**src/rtl/hamming_frame_rx.sv**
```systemverilog
// hamming_frame_rx: framed Hamming(12,8) serial receiver with a
// one-deep valid/ready output register.
//
// Ports:
//   clk, rst            clock, async active-high reset
//   bit_valid, bit_in   sliced bit strobe and value
//   out_data            decoded byte
//   out_valid/ready     output handshake
//   out_corrected       single-bit error was fixed
//   out_uncorr          uncorrectable syndrome, raw data
//   frame_err           pulse: stop bit was 0
//   overrun             pulse: frame dropped, output full
//
// Build option: HAMMING_RX_CORRECT_EN enables single-bit
// correction; without it the block only detects errors.
module hamming_frame_rx (
    input  logic       clk,
    input  logic       rst,
    input  logic       bit_valid,
    input  logic       bit_in,
    output logic [7:0] out_data,
    output logic       out_valid,
    input  logic       out_ready,
    output logic       out_corrected,
    output logic       out_uncorr,
    output logic       frame_err,
    output logic       overrun
);

    typedef enum logic [1:0] {
        IDLE,
        DATA,
        STOP
    } state_t;

    state_t      state_q, state_d;
    logic [3:0]  cnt_q, cnt_d;
    logic [11:0] sr_q, sr_d;
    logic [7:0]  data_q, data_d;
    logic        valid_q, valid_d;
    logic        corr_q, corr_d;
    logic        unc_q, unc_d;
    logic        ferr_q, ferr_d;
    logic        ovr_q, ovr_d;

    logic [7:0]  rx_d;
    logic [3:0]  rx_p;
    logic [3:0]  pc;
    logic [3:0]  syn;
    logic [7:0]  dec_data;
    logic        dec_corr;
    logic        dec_unc;

    // Decode straight from the shift register; it is stable
    // while the FSM waits in STOP for the stop bit.
    assign rx_d = sr_q[11:4];
    assign rx_p = sr_q[3:0];

    assign pc[3] = rx_d[7] ^ rx_d[6] ^ rx_d[5] ^ rx_d[1];
    assign pc[2] = rx_d[7] ^ rx_d[4] ^ rx_d[3] ^ rx_d[1] ^ rx_d[0];
    assign pc[1] = rx_d[6] ^ rx_d[4] ^ rx_d[2] ^ rx_d[1] ^ rx_d[0];
    assign pc[0] = rx_d[5] ^ rx_d[3] ^ rx_d[2] ^ rx_d[0];

    assign syn = pc ^ rx_p;

`ifdef HAMMING_RX_CORRECT_EN
    logic [7:0] fix;

    always_comb begin
        fix      = 8'h00;
        dec_corr = 1'b0;
        dec_unc  = 1'b0;
        case (syn)
            4'b0000: ;
            4'b1100: fix = 8'h80;
            4'b1010: fix = 8'h40;
            4'b1001: fix = 8'h20;
            4'b0110: fix = 8'h10;
            4'b0101: fix = 8'h08;
            4'b0011: fix = 8'h04;
            4'b1110: fix = 8'h02;
            4'b0111: fix = 8'h01;
            // Parity bit hit: data is already correct.
            4'b1000, 4'b0100,
            4'b0010, 4'b0001: dec_corr = 1'b1;
            default: dec_unc = 1'b1;
        endcase
        if (fix != 8'h00) begin
            dec_corr = 1'b1;
        end
        dec_data = rx_d ^ fix;
    end
`else
    always_comb begin
        dec_data = rx_d;
        dec_corr = 1'b0;
        dec_unc  = |syn;
    end
`endif

    always_comb begin
        state_d = state_q;
        cnt_d   = cnt_q;
        sr_d    = sr_q;
        data_d  = data_q;
        valid_d = valid_q;
        corr_d  = corr_q;
        unc_d   = unc_q;
        ferr_d  = 1'b0;
        ovr_d   = 1'b0;

        // A handshake empties the register unless a new
        // frame lands in the same cycle (handled below).
        if (valid_q && out_ready) begin
            valid_d = 1'b0;
        end

        if (bit_valid) begin
            unique case (state_q)
                IDLE: begin
                    if (!bit_in) begin
                        cnt_d   = 4'd0;
                        state_d = DATA;
                    end
                end
                DATA: begin
                    sr_d = {sr_q[10:0], bit_in};
                    if (cnt_q == 4'd11) begin
                        state_d = STOP;
                    end else begin
                        cnt_d = cnt_q + 4'd1;
                    end
                end
                STOP: begin
                    state_d = IDLE;
                    if (!bit_in) begin
                        ferr_d = 1'b1;
                    end else if (!valid_q || out_ready) begin
                        data_d  = dec_data;
                        corr_d  = dec_corr;
                        unc_d   = dec_unc;
                        valid_d = 1'b1;
                    end else begin
                        ovr_d = 1'b1;
                    end
                end
                default: state_d = IDLE;
            endcase
        end
    end

    always_ff @(posedge clk or posedge rst) begin
        if (rst) begin
            state_q <= IDLE;
            cnt_q   <= 4'd0;
            sr_q    <= 12'h000;
            data_q  <= 8'h00;
            valid_q <= 1'b0;
            corr_q  <= 1'b0;
            unc_q   <= 1'b0;
            ferr_q  <= 1'b0;
            ovr_q   <= 1'b0;
        end else begin
            state_q <= state_d;
            cnt_q   <= cnt_d;
            sr_q    <= sr_d;
            data_q  <= data_d;
            valid_q <= valid_d;
            corr_q  <= corr_d;
            unc_q   <= unc_d;
            ferr_q  <= ferr_d;
            ovr_q   <= ovr_d;
        end
    end

    assign out_data      = data_q;
    assign out_valid     = valid_q;
    assign out_corrected = corr_q;
    assign out_uncorr    = unc_q;
    assign frame_err     = ferr_q;
    assign overrun       = ovr_q;

endmodule

```
**config.mk**
```make
export PLATFORM = sky130hd
export DESIGN_NAME = hamming_frame_rx
export DESIGN_NICKNAME = d
export VERILOG_FILES = /design/src/rtl/hamming_frame_rx.sv
export SDC_FILE = /design/constraint.sdc
export NUM_CORES = 1
export LEC_CHECK = 0
export CORE_MARGIN = 2
export CORE_UTILIZATION = 48
export CTS_CLUSTER_DIAMETER = 120
export DETAILED_ROUTE_END_ITERATION = 8
export PLACE_DENSITY = 0.78
export SLEW_MARGIN = 10
export SYNTH_ARGS = -nofsm -noshare
export SYNTH_HDL_FRONTEND = slang
export SYNTH_SLANG_ARGS = --single-unit
```
**constraint.sdc**
```tcl
create_clock -name clk -period 1.5 [get_ports clk]
set_clock_uncertainty 0.15 [all_clocks]
set_input_delay 0.3 -clock clk [delete_from_list [all_inputs] [get_ports clk]]
set_output_delay 0.3 -clock clk [all_outputs]
set_load 0.005 [all_outputs]
```
==> reports/results.ini, run 1 <==
[drt]
ant_nets=0
dr.pass1.iters=4
route.vias.total=918
drt_first_iter_violations=26
drc=0
vias_per_cell=5.19
drt_wl_total_mm=2.63
routedWlPerCell_um=14.8

[floorplanning]
die_area_sq_um=3290
fp-row-count=19
design.core.area_sq_um=2730
die_h_um=57.4
io-pin-count=18
start_util_pct=50.0
die_x_um=57.4

[cts]
max-clock-path-buffers=2
cts_tree=built
clk_pin_slew_ns=0.09
postCtsHoldBufs=0
clock-sinks=30
cts_made_buffers=5
clk_latency_ns=0.32
cts_max_level=2
root_buffer=clkbuf_4

[pwr]
p_per_area_nw_per_um2=1720
total_power_mw=3.19
vdd_drop_max_mv=1.30
power_leakage_nw=0.943

[synthesis]
ys_seq_area_share_pct=54.9
synth.avg_cell_area_sq_um=13.1
syn_area_sq_um=1370
syn_nets=110
syn_inst=104
synth.distinct_cells=27
ys_ff_latch=30
yosys_warnings=0

[timing]
setup_ws_ns=-0.00602
finalCritPeriodShare_pct=100
setup_viol_count_final=2
slew_violations=0
fin_crit_ns=1.51
timing.fmax_mhz=664
hold_viol_final=0
grt_setup_unrepaired=true

[global_routing]
track_usage_pct=18.5
grt-ovfl-total=0
grt_pass1_wl_mm=4.53
grt_max_degree=31
antenna_found_initial=0
grt_pass1_vias=999

[setup_path]
arrival_ns=1.56
critPathKind=register to register
critPathRequiredTime_ns=1.56
cp-end-kind=register
worst_setup_path_start_kind=register
path_max_fanout=5

[final_layout]
diodes=0
layout_common_cells=dfrtp_1, buf_4, dlygate4sd2_1
fillers=199
final_common_cell=dfrtp_1
syn_to_final_growth_pct=36.0
stdcell_area_sq_um=1860
layout-drive-gt1-share_pct=39.0
final_nets=151

[worst_hold_path]
hold_path_class=input port to asynchronous set/reset pin

[placement]
dpl_cell_area_sq_um=1670
place_hpwl_mm=1.77
place.gp.congestion=0.767
port_buffers=16

[run]
cap_violations=0

[run_status]
status=finished with violations
violations=setup timing

## critical path, stage by stage, from the launching register on
cell and delay [ns]:
dfrtp_1 0.38, nand4b_1 0.21, nor2b_2 0.18, buf_6 0.16, mux2_4 0.31
## per-stage QoR
step / utilization, % / setup slack (ns) / setup TNS [ns] / instances / hold WS (ns)
3_3_place_gp: 61.1 / -0.400 / -9.33 / 163 / 0.341
4_1_cts: 66.1 / -0.0501 / -0.261 / 177 / 0.155
6_report: 68.0 / -0.00602 / -0.00687 / 177 / 0.164
2_1_floorplan: - / -0.0282 / -0.225 / 104 / 0.222
3_5_place_dp: 61.1 / -0.448 / -10.22 / 163 / 0.358
5_1_grt: 68.0 / -0.0840 / -0.658 / 177 / 0.165
## report_power, final
part	switching (mW)	internal, mW
Clock	0.262	0.227
Sequential	0.270	1.04
Combinational	0.557	0.832
Total	1.09	2.10
## cell type report
class / count / area [sq um] / area share (%)
Timing Repair Buffer: 37 / 324 / 17.4
Clock buffer: 7 / 55.1 / 2.96
Multi-Input combinational cell: 66 / 666 / 35.8
Inverter: 5 / 18.8 / 1.01
Tap cell: 31 / 38.8 / 2.09
Sequential cell: 30 / 751 / 40.4
Clock inverter: 1 / 5.00 / 0.269
## Yosys cell counts
cell	n	area [sq um]
mux2_2	20	225
buf_4	2	15.0
ha_1	1	12.5
xor2_1	2	17.5
nand2_1	4	15.0
xnor2_1	10	87.6
xnor3_1	2	45.0
o21ai_1	2	10.0
nand3_1	2	10.0
inv_1	4	15.0
o21ai_0	2	10.0
a2111oi_2	1	15.0
nor2b_1	4	25.0
conb_1	1	3.75
a21o_1	2	15.0
nor4_1	1	6.26
nand4b_1	1	8.76
dfrtp_1	30	751
a22o_1	1	8.76
nor2_1	4	15.0
and4_1	1	8.76
o22ai_1	1	6.26
a41oi_1	1	8.76
inv_2	1	3.75
nand2b_1	2	12.5
buf_2	1	5.00
mux2i_1	1	10.0
## timing repair
item	in CTS	in global routing
cloned	1	0
pin swaps	3	2
endpoints found under the setup margin	34	12
buffers inserted	5	1
gates resized for setup	29	10
## state kept, by name, indices dropped and copies added (netlist names)
register    cells
sr_q           12
out_data        8
cnt_q           4
state_q         2
frame_err       1
out_uncorr      1
out_valid       1
overrun         1
## final timing paths
kind,depth (start not counted),slack (ns),to,start
max,4,-0.006,out_data[2],state_q[0]
min,3,0.16,cnt_q[3],rst
max reg2reg,4,-0.006,out_data[2],state_q[0]
min reg2reg,1,0.37,out_data[7],out_data[7]
max in group asynchronous,3,0.88,sr_q[9],rst
min in group clk,2,0.21,frame_err,bit_in
## cell families (layout without fill, tap and decap cells)
family / count (synthesis) / after routing / share of synthesized area (%)
buffers and inverters: 8 / 50 / 2.84
adders and majority gates: 1 / 1 / 0.916
muxes: 21 / 21 / 17.2
other: 1 / 1 / 0.274
AOI/OAI and AO/OA: 10 / 10 / 5.40
and+or+nand+nor: 19 / 19 / 7.42
xor gates and xnor gates: 14 / 14 / 11.0
DFF: 30 / 30 / 54.9
## routing by layer
layer / track usage, % / vias up / wire length, um
met1: 22.6 / 462 / 1120
met5: 0 / - / 0
met3: 4.54 / 4 / 74
li1: - / 440 / -
met2: 29.9 / 12 / 1400
met4: 10.3 / 0 / 31
(Power assumes the default switching activity.)
==> inputs of run 2 (changes only) <==
- CORE_ASPECT_RATIO: default -> 1.25
==> run 2 against run 1 <==
Against the previous run:
- the run still ends with setup timing left
- hold slack got worse by 0.0070 ns
- fmax fell by 11%
- cell count rose by 3.4%
- die area barely moved
- critical path depth did not move
- sequential share of layout area fell by 0.75 points
- global-route usage rose by 2.5 points
- sequential power barely moved
- critical path type unchanged
- critical endpoint is now out_data[5]
- highest routed layer unchanged
==> reports/results.ini, run 2 (synthesis gave the netlist of run 1 again) <==
[run_status]
status=finished with violations  ; unchanged
violations=setup timing  ; unchanged

[timing]
finalCritPeriodShare_pct=113  ; was 100%
grt_setup_unrepaired=true  ; unchanged
hold_viol_final=0  ; unchanged
timing.fmax_mhz=591  ; was 664 MHz
fin_crit_ns=1.69  ; was 1.51 ns
setup_tns_ns=-1.60  ; was -0.00687 ns
slew_violations=0  ; unchanged
setup_viol_count_final=11  ; was 2
setup_ws_ns=-0.192  ; was -0.00602 ns

[cts]
postCtsHoldBufs=0  ; unchanged
cts_tree=built  ; unchanged
clk_pin_slew_ns=0.09  ; about the same
clk_latency_ns=0.32  ; about the same
cts_max_level=2  ; unchanged
max-clock-path-buffers=2  ; unchanged
cts_made_buffers=5  ; unchanged
clock-sinks=30  ; unchanged
root_buffer=clkbuf_4  ; unchanged

[setup_path]
worst_r2r_startpoint=state_q[1]  ; was state_q[0]
worst_setup_path_start_kind=register  ; unchanged
cpMaxStageDelayCell=dfrtp_1  ; unchanged
cpPeakStageDelay_ns=0.45  ; was 0.38 ns
critPathRequiredTime_ns=1.56  ; about the same
r2r_cells=4  ; unchanged
arrival_ns=1.76  ; was 1.56 ns
path_max_fanout=5  ; unchanged
ff2ff_setup_slack_ns=-0.19  ; was -0.006 ns
critPathKind=register to register  ; unchanged
cp_cell_sequence=nand4b_1 -> nor2b_2 -> buf_6 -> mux2_4  ; unchanged
cp-end-kind=register  ; unchanged
r2r_end=out_data[5]  ; was out_data[2]

[drt]
drt_wl_total_mm=2.96  ; was 2.63 mm
drt_first_iter_violations=8  ; was 26
vias_per_cell=5.20  ; was 5.19
route.vias.total=951  ; was 918
routedWlPerCell_um=16.2  ; was 14.8 um
drc=0  ; unchanged
ant_nets=0  ; unchanged
dr.pass1.iters=2  ; was 4

[placement]
port_buffers=16  ; unchanged
dp_worst_setup_slack_ns=-0.416  ; was -0.448 ns
place.gp.congestion=0.834  ; was 0.767
place_hpwl_mm=1.87  ; was 1.77 mm
post-place-cells=167  ; was 163
dpl_cell_area_sq_um=1680  ; was 1670 sq um

[final_layout]
regMostFlops=sr_q  ; unchanged
largest_register_ffs=12  ; unchanged
regArea_sq_um=751  ; unchanged
final_common_cell=dfrtp_1  ; unchanged
final_nets=154  ; was 151
diodes=0  ; unchanged
layout_common_cells=dfrtp_1, buf_4, dlygate4sd2_1  ; unchanged
syn_to_final_growth_pct=38.6  ; was 36.0%
fillers=187  ; was 199
layout-drive-gt1-share_pct=41.6  ; was 39.0%
multi_input_area_sq_um=656  ; was 666 sq um
utilization_pct=69.9  ; was 68.0%
stdcell_area_sq_um=1890  ; was 1860 sq um
finalNonFillerCells=183  ; was 177

[pwr]
power_leakage_nw=0.963  ; was 0.943 nW
vdd_drop_max_mv=1.36  ; was 1.30 mV
p_per_area_nw_per_um2=1740  ; was 1720 nW/um^2

[run]
cap_violations=0  ; unchanged

[floorplanning]
die_area_sq_um=3290  ; about the same
die_x_um=51.7  ; was 57.4 um
design.core.area_sq_um=2710  ; was 2730 sq um
die_h_um=63.7  ; was 57.4 um
io-pin-count=18  ; unchanged
fp-row-count=21  ; was 19
start_util_pct=50.5  ; was 50.0%

[worst_hold_path]
hold_path_class=input port to asynchronous set/reset pin  ; unchanged

[global_routing]
track_usage_pct=21.0  ; was 18.5%
grt_max_degree=31  ; unchanged
grt-ovfl-total=0  ; unchanged
grt_pass1_vias=1088  ; was 999
grt_pass1_wl_mm=4.97  ; was 4.53 mm
antenna_found_initial=0  ; unchanged

## run 2: cell count changes in the layout (fill, tap and decap cells not counted)
cell,delta
clkinv_2,-1
nor2_2,+1
buf_4,+3
clkbuf_8,+2
a2111oi_2,+1
clkbuf_1,-1
nor2_1,-1
a2111oi_4,-1
## run 2: routing by layer
layer | GRT usage [%] | wire length [um]
met3 | 6.16 | 91
met1 | 23.4 | 1210
met4 | 10.9 | 107
met5 | 0 | 0
met2 | 35.4 | 1550
## run 2: timing repair
action,in CTS,in global routing
endpoints found under the setup margin,33,27
buffers inserted,8,1
pin swaps,0,4
gates cloned,1,0
resized for setup,20,18
## run 2: cell type report
cell class / count / share of cell area [%]
repair buffers: 40 / 18.3
flip-flops and latches: 30 / 39.7
inverters: 5 / 0.991
clock buffers: 8 / 4.16
well taps: 34 / 2.25
multi-input cells: 66 / 34.6
## run 2: worst max path at each step
| stage | start | end | slack (ns) |
|---|---|---|---|
| after floorplan | state_q[0] | out_data[0] | -0.03 |
| after global placement | bit_valid | cnt_q[0] | -0.37 |
| after detailed placement | bit_in | out_data[7] | -0.42 |
| after CTS | state_q[0] | out_data[5] | -0.06 |
| after global routing | state_q[0] | out_data[5] | -0.24 |
| final | state_q[1] | out_data[5] | -0.19 |
## run 2: report_power, final
group          total, mW  switching (mW)  leakage, nW  internal [mW]
clock network      0.586           0.266       0.0446          0.320
logic               1.39           0.554        0.527          0.840
registers           1.32           0.276        0.392           1.04
total               3.30            1.10        0.963           2.20
## run 2: metrics by stage
stage	total power, mW	hold WS [ns]
after floorplan	2.22	0.222
after global placement	2.51	0.342
after detailed placement	2.58	0.351
after CTS	3.22	0.157
after global routing	3.54	0.181
final	3.30	0.157
## run 2: worst max-delay path: cells and delay by family (launching register included)
family / cells / cell delay [ns]
muxes: 1 / 0.30
DFF: 1 / 0.45
buffers and inverters: 1 / 0.18
and+or+nand+nor: 2 / 0.50
==> inputs of run 3 (changes only) <==
- SKIP_LAST_GASP: default -> 1
==> run 3 against run 2 <==
Against the previous run:
- the flow still finishes with violations (setup timing)
- total power shrank 0.13%
- clock-buffer cell count is the same
- cell count is the same
- setup slack gained 0.0094 ns
- sequential share of layout area grew 0.079 points
- die area is the same
- hold slack gained 0.0022 ns
- largest power group unchanged
- highest routed layer unchanged
==> reports/results.ini, run 3 (synthesis gave the netlist of run 1 again) <==
[final_layout]
layout-drive-gt1-share_pct=41.6  ; unchanged
finalNonFillerCells=183  ; unchanged
final_nets=154  ; unchanged
layout_common_cells=dfrtp_1, buf_4, dlygate4sd2_1  ; unchanged
largest_register_ffs=12  ; unchanged
syn_to_final_growth_pct=38.3  ; was 38.6%
final_common_cell=dfrtp_1  ; unchanged
diodes=0  ; unchanged
regMostFlops=sr_q  ; unchanged

[placement]
place.gp.congestion=0.834  ; unchanged
place_hpwl_mm=1.87  ; unchanged
post-place-cells=167  ; unchanged
port_buffers=16  ; unchanged

[setup_path]
path_depth=4  ; unchanged
critPathKind=register to register  ; unchanged
cp_num_buf_inv=1  ; unchanged
cp_cell_sequence=nand4b_1 -> nor2b_2 -> buf_6 -> mux2_4  ; unchanged
critPathRequiredTime_ns=1.56  ; about the same
r2r_cells=4  ; unchanged
path_max_fanout=5  ; unchanged
cpMaxStageDelayCell=dfrtp_1  ; unchanged
worst_setup_path_start_kind=register  ; unchanged
cpPeakStageDelay_ns=0.40  ; was 0.45 ns
cp-end-kind=register  ; unchanged
arrival_ns=1.74  ; was 1.76 ns
cp_top_family=simple AND/OR/NAND/NOR gates  ; unchanged

[cts]
cts_max_level=2  ; unchanged
root_buffer=clkbuf_4  ; unchanged
max-clock-path-buffers=2  ; unchanged
cts_tree=built  ; unchanged
clk_pin_slew_ns=0.09  ; about the same
clk_latency_ns=0.32  ; about the same
clock-sinks=30  ; unchanged
postCtsHoldBufs=0  ; unchanged
cts_made_buffers=5  ; unchanged

[global_routing]
grt_max_degree=31  ; unchanged
antenna_found_initial=0  ; unchanged
grt_pass1_wl_mm=4.96  ; was 4.97 mm
grt_pass1_vias=1086  ; was 1,088
grt-ovfl-total=0  ; unchanged
track_usage_pct=21.0  ; about the same

[timing]
slew_violations=0  ; unchanged
finalCritPeriodShare_pct=112  ; was 113%
hold_viol_final=0  ; unchanged
setup_tns_ns=-1.54  ; was -1.60 ns
setup_viol_count_final=12  ; was 11
grt_setup_unrepaired=true  ; unchanged
timing.fmax_mhz=594  ; was 591 MHz
setup_ws_ns=-0.183  ; was -0.192 ns
fin_crit_ns=1.68  ; was 1.69 ns

[drt]
drt_first_iter_violations=15  ; was 8
ant_nets=0  ; unchanged
routedWlPerCell_um=16.2  ; about the same
drc=0  ; unchanged
drt_wl_total_mm=2.96  ; about the same
vias_per_cell=5.22  ; was 5.20
dr.pass1.iters=4  ; was 2
route.vias.total=955  ; was 951

[floorplanning]
io-pin-count=18  ; unchanged
die_area_sq_um=3290  ; unchanged
design.core.area_sq_um=2710  ; unchanged
start_util_pct=50.5  ; unchanged
die_x_um=51.7  ; unchanged
fp-row-count=21  ; unchanged
die_h_um=63.7  ; unchanged

[worst_hold_path]
hold_path_class=input port to asynchronous set/reset pin  ; unchanged

[pwr]
vdd_drop_max_mv=1.35  ; was 1.36 mV
p_per_area_nw_per_um2=1740  ; about the same
power_leakage_nw=0.959  ; was 0.963 nW

[run_status]
violations=setup timing  ; unchanged
status=finished with violations  ; unchanged

[run]
cap_violations=0  ; unchanged

-- run 3: cell count changes in the layout (fill, tap and decap cells not counted) --
cell	change
mux2_2	+1
mux2_4	-1
-- run 3: cell type report --
cell class                 count  area (sq um)
tap                           34          42.5
inverter                       5          18.8
clock buffer                   8          78.8
timing repair buffer          40           347
fill                         189           817
sequential                    30           751
multi-input combinational     66           652
-- run 3: metal layers --
layer,GRT usage [%],share of wire [%]
met5,0,0
met4,10.9,1.7
met3,6.16,2.6
met2,35.4,55
met1,23.2,40
-- run 3: final timing paths --
kind | start | to | slack [ns]
max in group asynchronous | rst | sr_q[3] | 0.88
setup reg to reg | state_q[0] | out_data[5] | -0.18
hold / removal | rst | overrun | 0.16
min in group clk | bit_in | frame_err | 0.23
hold reg to reg | out_data[0] | out_data[0] | 0.36
setup / recovery | state_q[0] | out_data[5] | -0.18
-- run 3: worst register-to-register path, cell delays in order (launching register included) --
cell and delay [ns]:
dfrtp_1 0.40, nand4b_1 0.28, nor2b_2 0.27, buf_6 0.17, mux2_4 0.30
-- run 3: what timing repair did --
action,CTS,global route
pin swaps,0,3
setup buffers,8,1
gates resized for setup,19,18
cloned,1,0
setup endpoints to repair,33,27
-- run 3: per-stage QoR --
stage          hold slack (ns)  cell area, sq um  power (mW)  utilization (%)  worst slack, ns
4_1_cts                  0.157              1820        3.21             67.3          -0.0562
3_3_place_gp             0.342              1680        2.51             62.1           -0.368
6_report                 0.159              1890        3.29             69.8           -0.183
5_1_grt                  0.181              1890        3.53             69.8           -0.237
2_1_floorplan            0.222              1370        2.22                -          -0.0282
3_5_place_dp             0.351              1680        2.58             62.1           -0.416
-- run 3: where the power goes --
group / leakage, nW / internal (mW) / switching, mW
combinational: 0.523 / 0.833 / 0.557
clock: 0.0446 / 0.320 / 0.264
sequential: 0.392 / 1.04 / 0.278
